`src/rtl/rst_seq_multi_pkg.sv`:
```
// Shared types and helpers for the multi-domain reset sequencer.
package rst_seq_pkg;

  localparam int LOSS_CNT_W = 8;

  typedef enum logic [2:0] {
    ST_PD        = 3'd0,
    ST_WAIT_LOCK = 3'd1,
    ST_HOLD      = 3'd2,
    ST_RELEASE   = 3'd3,
    ST_RUN       = 3'd4
  } seq_state_e;

  // Bits needed to hold any value in 0..max_val (never less than one bit).
  function automatic int cnt_w(input int max_val);
    return (max_val <= 1) ? 1 : $clog2(max_val + 1);
  endfunction

endpackage

```
`src/rtl/rst_seq_multi_domain_hold.sv`:
```
// One fabric domain: soft-reset edge detect, hold down-counter and the
// active-low reset output register. Force beats release beats soft reset.
module rst_domain_hold
  import rst_seq_pkg::*;
#(
  parameter int HOLD_CYCLES = 16
) (
  input  logic clk,
  input  logic rst,
  input  logic sw_req,
  input  logic force_rst,
  input  logic rel_en,
  input  logic soft_en,
  output logic rst_n,
  output logic rst_n_next
);

  localparam int CW = cnt_w(HOLD_CYCLES - 1);

  logic          req_prev_q, req_prev_d;
  logic          rst_n_q, rst_n_d;
  logic          soft_q, soft_d;
  logic [CW-1:0] cnt_q, cnt_d;
  logic          req_rise;

  assign req_rise   = sw_req & ~req_prev_q;
  assign rst_n      = rst_n_q;
  assign rst_n_next = rst_n_d;

  // Next-state for the edge detector, hold counter and output register.
  always_comb begin
    req_prev_d = sw_req;
    rst_n_d    = rst_n_q;
    soft_d     = soft_q;
    cnt_d      = cnt_q;
    if (force_rst) begin
      rst_n_d = 1'b0;
      soft_d  = 1'b0;
      cnt_d   = '0;
    end else if (rel_en) begin
      rst_n_d = 1'b1;
    end else if (soft_en && req_rise) begin
      // A fresh request while already held simply reloads the counter.
      rst_n_d = 1'b0;
      soft_d  = 1'b1;
      cnt_d   = CW'(HOLD_CYCLES - 1);
    end else if (soft_q) begin
      if (cnt_q == '0) begin
        rst_n_d = 1'b1;
        soft_d  = 1'b0;
      end else begin
        cnt_d = cnt_q - CW'(1);
      end
    end
  end

  // Domain state registers.
  always_ff @(posedge clk or posedge rst) begin
    if (rst) begin
      req_prev_q <= 1'b0;
      rst_n_q    <= 1'b0;
      soft_q     <= 1'b0;
      cnt_q      <= '0;
    end else begin
      req_prev_q <= req_prev_d;
      rst_n_q    <= rst_n_d;
      soft_q     <= soft_d;
      cnt_q      <= cnt_d;
    end
  end

endmodule

```
`src/rtl/rst_seq_multi.sv`:
```
// Multi-domain fabric reset sequencer: PLL power-up, filtered lock wait,
// hold, staggered domain release, then run with per-domain soft reset.
//
//   state      | meaning
//   PD         | PLL held powered down for PD_CYCLES
//   WAIT_LOCK  | waiting for LOCK_FILTER stable lock cycles and init done
//   HOLD       | lock qualified, all domains held for HOLD_CYCLES
//   RELEASE    | domains released one by one, STAGE_GAP apart
//   RUN        | all released; soft resets serviced, lock monitored
module rst_seq_multi
  import rst_seq_pkg::*;
#(
  parameter int NUM_DOMAINS = 4,
  parameter int PD_CYCLES   = 4,
  parameter int LOCK_FILTER = 4,
  parameter int HOLD_CYCLES = 16,
  parameter int STAGE_GAP   = 8
) (
  input  logic                   CLK,
  input  logic                   RESET,
  input  logic                   PLL_LOCK,
  input  logic                   INIT_DONE,
  input  logic [NUM_DOMAINS-1:0] SW_RST_REQ,
  output logic                   PLL_POWERDOWN_B,
  output logic [NUM_DOMAINS-1:0] DOMAIN_RESET_N,
  output logic                   ALL_READY,
  output logic [2:0]             SEQ_STATE,
  output logic [LOSS_CNT_W-1:0]  LOCK_LOSS_CNT
);

  localparam int PD_HOLD_MAX = (PD_CYCLES > HOLD_CYCLES) ? PD_CYCLES : HOLD_CYCLES;
  localparam int PHASE_MAX   = (PD_HOLD_MAX > STAGE_GAP) ? PD_HOLD_MAX : STAGE_GAP;
  localparam int CNT_W       = cnt_w(PHASE_MAX - 1);
  localparam int LCK_W       = cnt_w(LOCK_FILTER);
  localparam int IDX_W       = cnt_w(NUM_DOMAINS - 1);

  logic lock_m_q, lock_m_d, lock_s_q, lock_s_d;
  logic init_m_q, init_m_d, init_s_q, init_s_d;

  seq_state_e             state_q, state_d;
  logic [CNT_W-1:0]       cnt_q, cnt_d;
  logic [LCK_W-1:0]       lock_cnt_q, lock_cnt_d;
  logic [IDX_W-1:0]       idx_q, idx_d;
  logic                   pd_b_q, pd_b_d;
  logic                   all_ready_q, all_ready_d;
  logic [LOSS_CNT_W-1:0]  loss_cnt_q, loss_cnt_d;

  logic                   force_rst;
  logic                   soft_en;
  logic [NUM_DOMAINS-1:0] rel_en;
  logic [NUM_DOMAINS-1:0] dom_rst_n_d;

  assign PLL_POWERDOWN_B = pd_b_q;
  assign ALL_READY       = all_ready_q;
  assign SEQ_STATE       = state_q;
  assign LOCK_LOSS_CNT   = loss_cnt_q;

  // Sequencer next-state, phase counter, lock filter and domain controls.
  always_comb begin
    lock_m_d   = PLL_LOCK;
    lock_s_d   = lock_m_q;
    init_m_d   = INIT_DONE;
    init_s_d   = init_m_q;
    state_d    = state_q;
    cnt_d      = cnt_q;
    lock_cnt_d = '0;
    idx_d      = idx_q;
    pd_b_d     = pd_b_q;
    loss_cnt_d = loss_cnt_q;
    force_rst  = 1'b1;
    soft_en    = 1'b0;
    rel_en     = '0;

    case (state_q)
      ST_PD: begin
        if (cnt_q == '0) begin
          state_d = ST_WAIT_LOCK;
          pd_b_d  = 1'b1;
        end else begin
          cnt_d = cnt_q - CNT_W'(1);
        end
      end

      ST_WAIT_LOCK: begin
        if (lock_s_q) begin
          lock_cnt_d = (lock_cnt_q == LCK_W'(LOCK_FILTER)) ? lock_cnt_q
                                                           : lock_cnt_q + LCK_W'(1);
        end
        if ((lock_cnt_d == LCK_W'(LOCK_FILTER)) && init_s_q) begin
          state_d = ST_HOLD;
          cnt_d   = CNT_W'(HOLD_CYCLES - 1);
        end
      end

      ST_HOLD: begin
        if (!lock_s_q) begin
          state_d = ST_WAIT_LOCK;
          if (loss_cnt_q != {LOSS_CNT_W{1'b1}}) loss_cnt_d = loss_cnt_q + LOSS_CNT_W'(1);
        end else if (cnt_q == '0) begin
          force_rst = 1'b0;
          rel_en[0] = 1'b1;
          if (NUM_DOMAINS == 1) begin
            state_d = ST_RUN;
          end else begin
            state_d = ST_RELEASE;
            idx_d   = IDX_W'(1);
            cnt_d   = CNT_W'(STAGE_GAP - 1);
          end
        end else begin
          cnt_d = cnt_q - CNT_W'(1);
        end
      end

      ST_RELEASE: begin
        if (!lock_s_q) begin
          state_d = ST_WAIT_LOCK;
          if (loss_cnt_q != {LOSS_CNT_W{1'b1}}) loss_cnt_d = loss_cnt_q + LOSS_CNT_W'(1);
        end else begin
          force_rst = 1'b0;
          if (cnt_q == '0) begin
            for (int k = 0; k < NUM_DOMAINS; k++) begin
              if (idx_q == IDX_W'(k)) rel_en[k] = 1'b1;
            end
            if (idx_q == IDX_W'(NUM_DOMAINS - 1)) begin
              state_d = ST_RUN;
            end else begin
              idx_d = idx_q + IDX_W'(1);
              cnt_d = CNT_W'(STAGE_GAP - 1);
            end
          end else begin
            cnt_d = cnt_q - CNT_W'(1);
          end
        end
      end

      ST_RUN: begin
        if (!lock_s_q) begin
          state_d = ST_WAIT_LOCK;
          if (loss_cnt_q != {LOSS_CNT_W{1'b1}}) loss_cnt_d = loss_cnt_q + LOSS_CNT_W'(1);
        end else begin
          force_rst = 1'b0;
          soft_en   = 1'b1;
        end
      end

      default: begin
        state_d = ST_PD;
        cnt_d   = CNT_W'(PD_CYCLES - 1);
      end
    endcase
  end

  // Ready only when the next cycle is RUN and every domain is out of reset.
  always_comb begin
    all_ready_d = (state_d == ST_RUN) && (&dom_rst_n_d);
  end

  // Sequencer registers and input synchronisers.
  always_ff @(posedge CLK or posedge RESET) begin
    if (RESET) begin
      lock_m_q    <= 1'b0;
      lock_s_q    <= 1'b0;
      init_m_q    <= 1'b0;
      init_s_q    <= 1'b0;
      state_q     <= ST_PD;
      cnt_q       <= CNT_W'(PD_CYCLES - 1);
      lock_cnt_q  <= '0;
      idx_q       <= '0;
      pd_b_q      <= 1'b0;
      all_ready_q <= 1'b0;
      loss_cnt_q  <= '0;
    end else begin
      lock_m_q    <= lock_m_d;
      lock_s_q    <= lock_s_d;
      init_m_q    <= init_m_d;
      init_s_q    <= init_s_d;
      state_q     <= state_d;
      cnt_q       <= cnt_d;
      lock_cnt_q  <= lock_cnt_d;
      idx_q       <= idx_d;
      pd_b_q      <= pd_b_d;
      all_ready_q <= all_ready_d;
      loss_cnt_q  <= loss_cnt_d;
    end
  end

  for (genvar k = 0; k < NUM_DOMAINS; k++) begin : g_dom
    rst_domain_hold #(
      .HOLD_CYCLES(HOLD_CYCLES)
    ) u_hold (
      .clk       (CLK),
      .rst       (RESET),
      .sw_req    (SW_RST_REQ[k]),
      .force_rst (force_rst),
      .rel_en    (rel_en[k]),
      .soft_en   (soft_en),
      .rst_n     (DOMAIN_RESET_N[k]),
      .rst_n_next(dom_rst_n_d[k])
    );
  end

endmodule

```
`config.mk`:
```
export PLATFORM = sky130hd
export DESIGN_NAME = rst_seq_multi
export DESIGN_NICKNAME = d
export VERILOG_FILES = /design/src/rtl/rst_seq_multi_pkg.sv /design/src/rtl/rst_seq_multi_domain_hold.sv /design/src/rtl/rst_seq_multi.sv
export SDC_FILE = /design/constraint.sdc
export NUM_CORES = 1
export LEC_CHECK = 0
export CAP_MARGIN = 20
export CORE_MARGIN = 3
export CORE_UTILIZATION = 37
export CTS_CLUSTER_SIZE = 20
export DETAILED_ROUTE_END_ITERATION = 12
export GPL_TIMING_DRIVEN = 0
export SYNTH_ARGS = -nofsm -noshare
export SYNTH_HDL_FRONTEND = slang
export SYNTH_SLANG_ARGS = --single-unit
```
`constraint.sdc`:
```
create_clock -name CLK -period 5.34 [get_ports CLK]
set_input_delay 1.068 -clock CLK [delete_from_list [all_inputs] [get_ports CLK]]
set_output_delay 1.068 -clock CLK [all_outputs]
set_load 0.005 [all_outputs]
```
Word level (Yosys, flattened, before mapping)

Index checks and enable logic that the tools add are counted.

Add/sub/neg operators: 8
Eq/ne operators: 27
Multiplexer cells: 103
Bitwise gates (word level): 10
Reduce and logical (&&, ||, !) cells: 29

Operator list:

| kind                                             | number |
|---|---|
| two-way mux 4 bit                                | 29 |
| two-way mux 1 bit                                | 51 |
| two-way mux 3 bit                                | 13 |
| != test 2 bit, second input constant             | 11 |
| logical NOT 4 bit                                | 5 |
| case mux 4 bit (5 select lines)                  | 1 |
| subtractor 4 x 1 -> 4 bit, second input constant | 5 |
| case mux 3 bit (5 select lines)                  | 1 |
| AND reduction 3 bit                              | 5 |
| == test 3 bit, second input constant             | 4 |
| != test 3 x 2 -> 1 bit, second input constant    | 4 |
| AND reduction 6 bit                              | 2 |
| nonzero test 3 bit                               | 4 |
| two-way mux 2 bit                                | 5 |
| adder 8 x 1 -> 8 bit, second input constant      | 1 |
| != test 8 bit, second input constant             | 1 |
| == test 3 x 2 -> 1 bit, second input constant    | 2 |
| logical AND 1 bit                                | 6 |
| inverter 1 bit                                   | 6 |
| bitwise AND 1 bit                                | 4 |
| == test 2 bit, second input constant             | 2 |
| case mux 1 bit (2 select lines)                  | 2 |
| case mux 2 bit (2 select lines)                  | 1 |
| AND reduction 4 bit                              | 1 |
| 11 further kinds                                 | 11 |

Flip-flop bits (word level): 54
Output and inout port bits: 17

Logic depth before layout (Yosys ltp)

Depth in word-level cells: 10
Depth in mapped cells: 8
Depth with buffers taken out: 7

Modules after synthesis

From an unflattened synthesis, not the netlist that was laid out.

Cell total of the unflattened synthesis: 286
Area, all modules: 2,904.0 sq um

Modules (own cells, without submodules):

| module          | instances | cells each | area each (sq um) |
|---|---|---|---|
| rst_domain_hold | 4         | 37         | 370.4 |
| rst_seq_multi   | 1         | 138        | 1,422.6 |

Worst setup path before layout

No wires, ideal clock.

Kind: register to register
From: reg cnt_q[0]
To: reg g_dom[2].u_hold.cnt_q[3]
Library setup time: 128 ps
Arrival time: 1,880 ps
Data required time: 5,212 ps
Path slack: 3,332 ps
Cell stages (with the launch flop): 9
Clock period less this slack: 2,008 ps
Cells stage by stage: dfstp_2 inv_1 ha_1 nor3b_2 buf_2 a311o_4 nor4_4 xnor2_1 a21oi_2

Longest elaborated chain between the ends: 6

RTL lines:

| what                                                                        | RTL line                                  | text |
|---|---|---|
| start: declaration                                                          | rst_seq_multi.sv:41                       | `logic [CNT_W-1:0] cnt_q, cnt_d;` |
| start signal: assignment                                                    | rst_seq_multi.sv:166                      | `cnt_q <= CNT_W'(PD_CYCLES - 1);` |
| start signal: assignment                                                    | rst_seq_multi.sv:178                      | `cnt_q <= cnt_d;` |
| logical NOT 4 bit *                                                         | rst_seq_multi.sv:99, rst_seq_multi.sv:120 |  |
| two-way mux 1 bit / two-way mux 4 bit (equally long branches)               | rst_seq_multi.sv:99, rst_seq_multi.sv:120 |  |
| two-way mux 1 bit / two-way mux 4 bit (equally long branches)               | rst_seq_multi.sv:96, rst_seq_multi.sv:115 |  |
| case mux 1 bit (2 select lines) / two-way mux 3 bit (equally long branches) | rst_seq_multi.sv:74                       | `case (state_q)` |
| != test 3 x 2 -> 1 bit (no line) (tied with other cells)                    | -                                         |  |
| AND reduction 3 bit (no line)                                               | -                                         |  |
| end signal: assignment                                                      | rst_seq_multi_domain_hold.sv:68           | `cnt_q <= cnt_d;` |
| end: declaration                                                            | rst_seq_multi_domain_hold.sv:23           | `logic [CW-1:0] cnt_q, cnt_d;` |

Every way passes the cells marked *; elsewhere a longest branch is shown, timed or not.
A chain may end at the register's enable or synchronous reset.

Worst setup path after layout

From: reg g_dom[0].u_hold.rst_n_q
To: out DOMAIN_RESET_N[0]

RTL lines:

| what                     | RTL line                        | text |
|---|---|---|
| start: declaration       | rst_seq_multi_domain_hold.sv:21 | `logic rst_n_q, rst_n_d;` |
| start signal: assignment | rst_seq_multi_domain_hold.sv:66 | `rst_n_q <= rst_n_d;` |
| end: declaration         | rst_seq_multi.sv:25             | `output logic [NUM_DOMAINS-1:0] DOMAIN_RESET_N,` |

No word-level cell between the ends.

==> run_results.csv <==
group,metric,value,unit
critical_path,cpPeakStageDelay,0.48,ns
critical_path,cp_max_fo,3,
floorplanning,rows,31,
synth,ys.flop_type,"dfrtp_1",
layout,regArea,0.00135,mm^2
power_and_ir_drop,switchingPower,0.235,mW
power_and_ir_drop,leakage,1.43,nW
floorplanning,die_h,94.2,um
grt,grt_pass1_wl,9890,um
power_and_ir_drop,seqPwrFrac,55.4,%
detailed_routing,drc,0,
synth,synth_top_area_share,45.2,%
clocking,cts_resized,0,
critical_path,start_kind,"flip-flop",
synth,ys_seq_elements,54,
synth,synth_cell_types,61,
layout,antenna_cells,0,
floorplanning,fp.dieW,94.2,um
timing,clock.fmax,422,MHz
floorplanning,start_util,38.9,%
clocking,clk_latency,0.30,ns
timing,rsz0062_at_grt,"no",
detailed_routing,ant_nets,0,
synth,yosysTopAreaCell,"dfrtp_1",
critical_path,cp_num_buf_inv,2,
layout,area_growth,16.1,%
power_and_ir_drop,power.total,0.839,mW
clocking,cts_made_buffers,5,
timing,slew_headroom,56.4,%
synth,yosysWarnings,0,
placement,io_buffers,24,
clocking,cts.path.max_buffers,2,
placement,gp_congestion,0.753,
critical_path,cp_data_arrival_time,1.30,ns
layout,multi_input_area,0.00136,mm^2
critical_path,cpMaxStageDelayCell,"clkdlybuf4s50_1",
critical_path,crit_chain,"buf_4, clkdlybuf4s50_1",
synth,syn_inst,280,
clocking,h-tree-depth,2,
power_and_ir_drop,swShare,28.0,%
timing,hold_ws,0.351,ns
power_and_ir_drop,combPwrFrac,18.2,%
grt,grtUsageTotal,13.9,%
detailed_routing,vias,2132,
placement,dp_hpwl,3980,um
detailed_routing,drt-wirelength-per-cell,13.5,um
grt,grt_pass1_vias,2078,
synth,synth_edf_count,0,
grt,antenna_found_initial,0,
floorplanning,core_region_area,0.00741,mm^2
clocking,clk_pin_slew_worst_paths,0.10,ns
detailed_routing,viasPerCell,5.17,
clocking,cts_hold_buf,0,
floorplanning,ioPinCount,25,
synth,syn-num-nets,300,
clocking,cts_tree,"done",
grt,grt_max_degree,42,
critical_path,endpoint_kind,"primary output",
floorplanning,dieArea,0.00888,mm^2
timing,finalCritPeriodShare,44.4,%
timing,setup_tns,0,ns
synth,synth_area_leaders,"dfrtp_1 (45%), ha_1 (5.2%), a21oi_1 (3.5%), xnor2_1 (3.3%), inv_1 (2.7%)",
layout,drive_gt1_share,12.1,%
layout,layout.nets,332,
power_and_ir_drop,p_clk_share,26.5,%
timing,clock_skew,0.00911,ns
synth,postSynthAreaPerCell,10.3,um^2
detailed_routing,drt-pass1-iter-count,7,
timing,tightest_slew,0.649,ns
critical_path,cp.required,4.27,ns
detailed_routing,drtIter0Drc,100,
clocking,ctsRootBufferMaster,"clkbuf_8",
critical_path,path_class,"reg -> out",
timing,setup_viol,0,
clocking,post-cts-setup-buffers,0,
clocking,clock-sinks,54,
hold_path,min_path_type,"reg -> reg",
synth,async_flop_share,100,%
timing,fin_crit,2.37,ns
detailed_routing,totalWireLength,5570,um
job,max_cap_violations,0,
layout,fillerInstances,692,
power_and_ir_drop,p_int,0.604,mW
synth,ys_seq_area_share,47.0,%
timing,drv_slew,0,
synth,synth_area,0.00288,mm^2
critical_path,crit_family,"buffers and inverters",
grt,grt.overflow.total,0,
power_and_ir_drop,p_per_area,251,mW/mm^2
power_and_ir_drop,peakVddDrop,0.153,mV
timing,hold_viol,0,
outcome,status,"complete, no violations",
==> cell families (layout without fill, tap and decap cells) <==
family | after synthesis | after routing | share of synthesized area, %
AND/OR/NAND/NOR | 98 | 98 | 20.3
buffers and inverters | 34 | 67 | 5.74
multiplexers | 3 | 3 | 1.13
AO/OA/AOI/OAI | 64 | 64 | 16.1
flip-flops | 54 | 54 | 47.0
XOR/XNOR | 15 | 15 | 4.56
adder cells (fa/ha/maj) | 12 | 12 | 5.21
==> through the flow <==
step	instance area [um^2]	setup WS (ns)	instances	util (%)
after floorplan	2880	2.96	280	-
after global placement	3240	1.87	403	43.8
after detailed placement	3260	2.75	404	44.0
after CTS	3340	2.95	412	45.1
after global routing	3340	2.80	412	45.1
final	3340	2.97	412	45.1
==> state kept, by name (all words and copies together) (netlist names), 3 cells and up <==
register / flops
g_dom.u_hold.req_prev_q: 4
g_dom.u_hold.soft_q: 4
LOCK_LOSS_CNT: 8
SEQ_STATE: 3
lock_cnt_q: 3
cnt_q: 4
g_dom.u_hold.cnt_q: 16
g_dom.u_hold.rst_n: 4
==> power by group through the flow <==
| stage | logic (mW) | registers, mW | clock network (mW) |
|---|---|---|---|
| global route | 0.174 | 0.471 | 0.244 |
| CTS | 0.153 | 0.465 | 0.232 |
| detailed placement | 0.152 | 0.474 | 0 |
| global placement | 0.151 | 0.473 | 0 |
| finish | 0.153 | 0.464 | 0.222 |
| floorplan | 0.102 | 0.468 | 0 |
==> layer usage <==
metal	up-vias	GRT usage (%)	wire, um
met4	0	4.69	117
li1	1056	-	-
met2	45	21.9	2550
met1	1022	19.2	2710
met5	-	0	0
met3	9	2.72	191
==> cell usage in the layout (no fill, tap or decap), drive strengths merged, types with 6 or more instances in the layout <==
cell           netlist  final
dfrtp               52     52
clkdlybuf4s50        0     24
a21oi               24     24
inv                 22     22
nor2                21     21
nand2               19     19
buf                 12     13
ha                  12     12
xnor2               11     11
nor3                 9      9
clkbuf               0      8
a31oi                7      7
nor3b                7      7
nand3                6      6
==> area by class of cell <==
cell class	count	area share, %
Timing Repair Buffer	25	7.78
Sequential cell	54	40.5
Tap cell	99	3.71
Clock buffer	8	2.40
Buffer	12	2.47
Inverter	22	2.47
Multi-Input combinational cell	192	40.7
==> path summary, 6_finish.rpt <==
path	start	to	slack [ns]	cells after the start
setup / recovery	g_dom[0].u_hold.rst_n$_DFF_PP0_	DOMAIN_RESET_N[0]	2.97	2
hold / removal	init_m_q$_DFF_PP0_	init_s_q$_DFF_PP0_	0.35	0
setup reg to reg	cnt_q[0]$_DFFE_PP1P_	g_dom[3].u_hold.cnt_q[0]$_DFFE_PP0P_	2.99	8
hold reg to reg	init_m_q$_DFF_PP0_	init_s_q$_DFF_PP0_	0.35	0
max in group asynchronous	RESET	g_dom[2].u_hold.req_prev_q$_DFF_PP0_	3.79	3
min in group asynchronous	RESET	lock_cnt_q[0]$_DFF_PP0_	1.03	2
==> cells in the mapped netlist (2+ instances only) <==
master,n
o21bai_1,2
nor3b_1,5
nor4_4,2
ha_1,12
nand2_1,19
nor2b_1,4
a21o_1,4
a31oi_1,7
nor2_1,21
nor3_1,8
o31ai_1,2
inv_1,21
buf_6,2
buf_4,4
a211oi_1,3
and2_1,3
a21oi_1,20
nand2b_1,5
nand3b_1,4
o21ai_0,3
nand4_1,2
and3_1,5
a311oi_1,2
or3b_1,2
xor2_1,4
dfstp_2,2
nand3_1,6
xnor2_1,11
nor3b_2,2
a311o_4,2
buf_2,6
a41o_1,2
dfrtp_1,52
a21oi_2,4
(Power assumes the default switching activity.)
